--- src/rtl/seq_bit_serializer.sv ---
// ============================================================================
// Module   : seq_bit_serializer
// Purpose  : Parallel-to-serial stage feeding the 1011 sequence detector.
// Revision : 1.0 - initial release
// ============================================================================
`default_nettype none

module seq_bit_serializer #(
   parameter int   WIDTH      = 8,
   parameter bit   LSB_FIRST  = 1'b0,
   parameter int   GAP_CYCLES = 0,
   parameter logic IDLE_BIT   = 1'b0
) (
   input  logic             clk,
   input  logic             reset,
   input  logic [WIDTH-1:0] in_data,
   input  logic             in_valid,
   output logic             in_ready,
   output logic             out_bit,
   output logic             out_valid,
   output logic             frame_start,
   output logic             busy
);

   typedef enum logic [1:0] {
      ST_IDLE  = 2'd0,
      ST_SHIFT = 2'd1,
      ST_GAP   = 2'd2
   } state_t;

   localparam logic [4:0] c_BIT_LAST = 5'(WIDTH - 1);
   localparam bit         c_HAS_GAP  = (GAP_CYCLES > 0);
   localparam logic [3:0] c_GAP_LAST = c_HAS_GAP ? 4'(GAP_CYCLES - 1) : 4'd0;

   state_t             state_q, state_d;
   logic [WIDTH-1:0]   shreg_q, shreg_d;
   logic [4:0]         bit_cnt_q, bit_cnt_d;
   logic [3:0]         gap_cnt_q, gap_cnt_d;
   logic               out_bit_q, out_bit_d;
   logic               out_valid_q, out_valid_d;
   logic               frame_start_q, frame_start_d;

   logic               w_ready;
   logic               w_accept;
   logic [WIDTH-1:0]   w_rotated;
   logic               w_head_in;
   logic               w_head_rot;

   // The shift register rotates so every bit stays live; the head bit is what
   // goes out on the next cycle.
   generate
      if (LSB_FIRST) begin : g_lsb_first
         assign w_rotated  = {shreg_q[0], shreg_q[WIDTH-1:1]};
         assign w_head_in  = in_data[0];
         assign w_head_rot = shreg_q[1];
      end else begin : g_msb_first
         assign w_rotated  = {shreg_q[WIDTH-2:0], shreg_q[WIDTH-1]};
         assign w_head_in  = in_data[WIDTH-1];
         assign w_head_rot = shreg_q[WIDTH-2];
      end
   endgenerate

   always_comb begin
      w_ready = 1'b0;
      if (!reset) begin
         case (state_q)
            ST_IDLE:  w_ready = 1'b1;
            ST_SHIFT: w_ready = (bit_cnt_q == c_BIT_LAST) && !c_HAS_GAP;
            ST_GAP:   w_ready = (gap_cnt_q == c_GAP_LAST);
            default:  w_ready = 1'b0;
         endcase
      end
   end

   assign w_accept = in_valid & w_ready;

   always_comb begin
      state_d       = state_q;
      shreg_d       = shreg_q;
      bit_cnt_d     = bit_cnt_q;
      gap_cnt_d     = gap_cnt_q;
      out_bit_d     = IDLE_BIT;
      out_valid_d   = 1'b0;
      frame_start_d = 1'b0;

      case (state_q)
         ST_SHIFT: begin
            if (bit_cnt_q != c_BIT_LAST) begin
               shreg_d     = w_rotated;
               bit_cnt_d   = bit_cnt_q + 5'd1;
               out_bit_d   = w_head_rot;
               out_valid_d = 1'b1;
            end else if (c_HAS_GAP) begin
               state_d   = ST_GAP;
               bit_cnt_d = 5'd0;
               gap_cnt_d = 4'd0;
            end else if (!w_accept) begin
               state_d   = ST_IDLE;
               bit_cnt_d = 5'd0;
            end
         end
         ST_GAP: begin
            if (gap_cnt_q == c_GAP_LAST) begin
               if (!w_accept) begin
                  state_d   = ST_IDLE;
                  gap_cnt_d = 4'd0;
               end
            end else begin
               gap_cnt_d = gap_cnt_q + 4'd1;
            end
         end
         default: state_d = ST_IDLE;
      endcase

      // Accept is only possible where w_ready allows it, so a load here never
      // cuts short a word that is still shifting.
      if (w_accept) begin
         state_d       = ST_SHIFT;
         shreg_d       = in_data;
         bit_cnt_d     = 5'd0;
         gap_cnt_d     = 4'd0;
         out_bit_d     = w_head_in;
         out_valid_d   = 1'b1;
         frame_start_d = 1'b1;
      end
   end

   always_ff @(posedge clk or posedge reset) begin
      if (reset) begin
         state_q       <= ST_IDLE;
         shreg_q       <= '0;
         bit_cnt_q     <= 5'd0;
         gap_cnt_q     <= 4'd0;
         out_bit_q     <= IDLE_BIT;
         out_valid_q   <= 1'b0;
         frame_start_q <= 1'b0;
      end else begin
         state_q       <= state_d;
         shreg_q       <= shreg_d;
         bit_cnt_q     <= bit_cnt_d;
         gap_cnt_q     <= gap_cnt_d;
         out_bit_q     <= out_bit_d;
         out_valid_q   <= out_valid_d;
         frame_start_q <= frame_start_d;
      end
   end

   assign in_ready    = w_ready;
   assign out_bit     = out_bit_q;
   assign out_valid   = out_valid_q;
   assign frame_start = frame_start_q;
   assign busy        = (state_q != ST_IDLE);

endmodule

`default_nettype wire

--- config.mk ---
export PLATFORM = sky130hd
export DESIGN_NAME = seq_bit_serializer
export DESIGN_NICKNAME = d
export VERILOG_FILES = /design/src/rtl/seq_bit_serializer.sv
export SDC_FILE = /design/constraint.sdc
export NUM_CORES = 1
export LEC_CHECK = 0
export BUFFER_PORTS_ARGS = -buffer_cell sky130_fd_sc_hd__buf_2
export CORE_MARGIN = 2
export CORE_UTILIZATION = 25
export DETAILED_ROUTE_END_ITERATION = 12
export MAX_ROUTING_LAYER = met4
export SLEW_MARGIN = 20
export SYNTH_ARGS = -nofsm -noshare
export SYNTH_HDL_FRONTEND = slang
export SYNTH_SLANG_ARGS = --single-unit
--- constraint.sdc ---
create_clock -name clk -period 1.95 [get_ports clk]
set_input_delay 0.195 -clock clk [delete_from_list [all_inputs] [get_ports clk]]
set_output_delay 0.195 -clock clk [all_outputs]
set_load 0.03 [all_outputs]
==> metrics <==
FILL cells 363; Die ar. 3910 sq um; DR vias/cell 4.24; worst stage delay on the critical path 0.38 ns; CP top delay family flip-flops; Least-Margin Pin Slew 0.510 ns; Area Overhead vs Synth 21.6%; Worst Min Path Start in_valid; CP arrival 1.65 ns; Post-Syn Instances 64; Peak VDD IR 0.325 mV; Placed Cells 125; Skew-Pair Late Insertion Delay 0.29 ns; DRT antenna net count 0; I/O pin count 16; f_max 542 MHz; setup slack at placement 0.321 ns; Finished Layout Cells 132; min-delay worst type in -> reg; All-Layer GR Usage 9.24%; Remaining Overflow, GRT 0; n_diodes 0; cell row count 21; LEAKAGE 0.000491 uW; cell area after synthesis 857 sq um; ys flop type dfrtp_1; setup_tns 0 ns; crit-path cells ha_2 -> nand2_2 -> o31ai_4 -> buf_6 -> and2_1 -> clkbuf_4; vias in the first global route 616; share of flip-flops with an asynchronous set or reset 100%; Die Y 62.6 um; Worst Setup Start Kind flip-flop; clock tree buffer depth 2; CP max stage cell dfrtp_1; Avg Inst Size Synth 13.4 sq um; 1st-iter DRT viols 48; worst reg2reg endpoint out_bit$_DFF_PP0_; post-synthesis cell type count 23; # DRC 0; final worst path period share 94.6%; Yosys Warn Count 0; relative slew slack 66.0%; reg-to-reg critical path startpoint bit_cnt_q[0]$_DFFE_PP0P_; R2R setup slack 0.44 ns; status complete, no violations; Worst Reg2Reg Path Length in Cells 5; initial antenna violation count 0; data required time of the critical path 1.75 ns; buffers plus inverters on the worst setup path 2; Initial Util 25.9%; crit path max fanout 9; Post-Syn Nets 76; power per cell area 1590 nW/um^2; final hold vios 0; synthesis-stage register bit count 17; sequential cell area fraction in the yosys report 49.6%; DR vias 560; Worst Skew 0.00738 ns; global-route wire length before repair 2720 um; CP endpoint kind primary output; WL final 1530 um; worst setup margin 0.105 ns; DRT Pass-1 Iters 3; Routability Congestion 0.724; H-tree levels 1; pin count of the biggest net entering global routing 15; MaxCap Viol Count 0; core footprint 3310 sq um; CTS tree yes; wire length per cell 11.6 um; Post-synth EDFFs 0; dpl hpwl 1110 um; type of the worst setup path reg -> out; CTS Sinks 17; layout cell share with drive strength beyond 1 52.3%; max-slew violation count 0; clock buffer count from CTS 3; root buf cell clkbuf_4; setup violators final 0; Die X 62.6 um; Tmin final 1.84 ns; hold path depth 2; I/O Buffers 15; Final nets 99; fin util 31.5%; CTS clk-pin slew, worst paths 0.10 ns; WHS Endpoint bit_cnt_q[1]$_DFFE_PP0P_
cells in the mapped netlist, types with 2 or more instances:
library cell	instances	share of area, %
mux2i_1	2	2.3
buf_6	3	3.9
mux2_4	6	11
nand3_1	2	1.2
mux2_2	11	14
dfrtp_1	17	50
xor2_1	2	2.0
nand2_1	6	2.6
final cells by class:
type | count | area, sq um | area share, %
repair buffers | 22 | 136 | 13.1
well taps | 46 | 57.6 | 5.52
flip-flops and latches | 17 | 425 | 40.8
clock buffers | 3 | 22.5 | 2.16
inverters | 1 | 3.75 | 0.360
multi-input cells | 42 | 392 | 37.6
clock inverters | 1 | 5.00 | 0.480
cells in the final DEF, fill, tap and decap left out, drive strengths merged, types with 2 or more instances in the layout:
cell type	instances
buf	20
dfrtp	17
mux2	17
nand2	7
clkbuf	4
nand3	2
xor2	2
mux2i	2
o31ai	2
where the power goes:
part           total, uW  internal (uW)  switching [uW]  leakage [uW]
clock                189           76.3             113     0.0000177
combinational        798            456             342      0.000270
sequential           668            524             144      0.000204
cell families (layout without fill, tap and decap cells):
logic type	count (synthesis)	after routing	synth area share [%]
mux	19	19	27.3
simple gates	14	14	8.18
xor+xnor	2	2	2.04
flops	17	17	49.6
fa+ha+maj	1	1	1.46
buf+inv	5	27	4.96
compound gates	6	6	6.42
flip-flops by register name (all words and copies together), names as in the netlist:
signal	count
shreg_q	8
bit_cnt_q	5
frame_start	1
out_bit	1
out_valid	1
state_q	1
per-layer routing:
metal	global-route usage [%]	share of wire, %	up-vias
met5	-	0	-
met4	3.33	1.6	0
met3	3.96	4.3	2
met2	14.9	49	12
met1	10.2	45	279
li1	-	-	267
worst max path at each step:
stage / from / end / slack [ns] / cells after the start
4_1_cts: bit_cnt_q[1]$_DFFE_PP0P_ / in_ready / 0.02 / 6
5_1_grt: bit_cnt_q[0]$_DFFE_PP0P_ / in_ready / -0.01 / 6
3_3_place_gp: bit_cnt_q[0]$_DFFE_PP0P_ / in_ready / 0.37 / 6
2_1_floorplan: bit_cnt_q[0]$_DFFE_PP0P_ / in_ready / 0.29 / 5
6_report: bit_cnt_q[0]$_DFFE_PP0P_ / in_ready / 0.11 / 6
3_5_place_dp: bit_cnt_q[0]$_DFFE_PP0P_ / in_ready / 0.32 / 6
per-stage QoR:
step,area [sq um],total power [uW],hold WS (ns)
final,1040,1650,0.113
after global routing,1040,1800,0.101
after CTS,1030,1640,0.101
after detailed placement,981,1420,0.127
after global placement,981,1400,0.129
after floorplan,857,1270,0.140
what timing repair did:
action                                  CTS  global route
gates cloned                              0             0
resized for setup                         1             2
hold endpoints to repair                  4             0
hold buffers                              1             0
endpoints found under the setup margin    1             1
setup buffers                             1             1
Power figures use the tool's default switching activity.
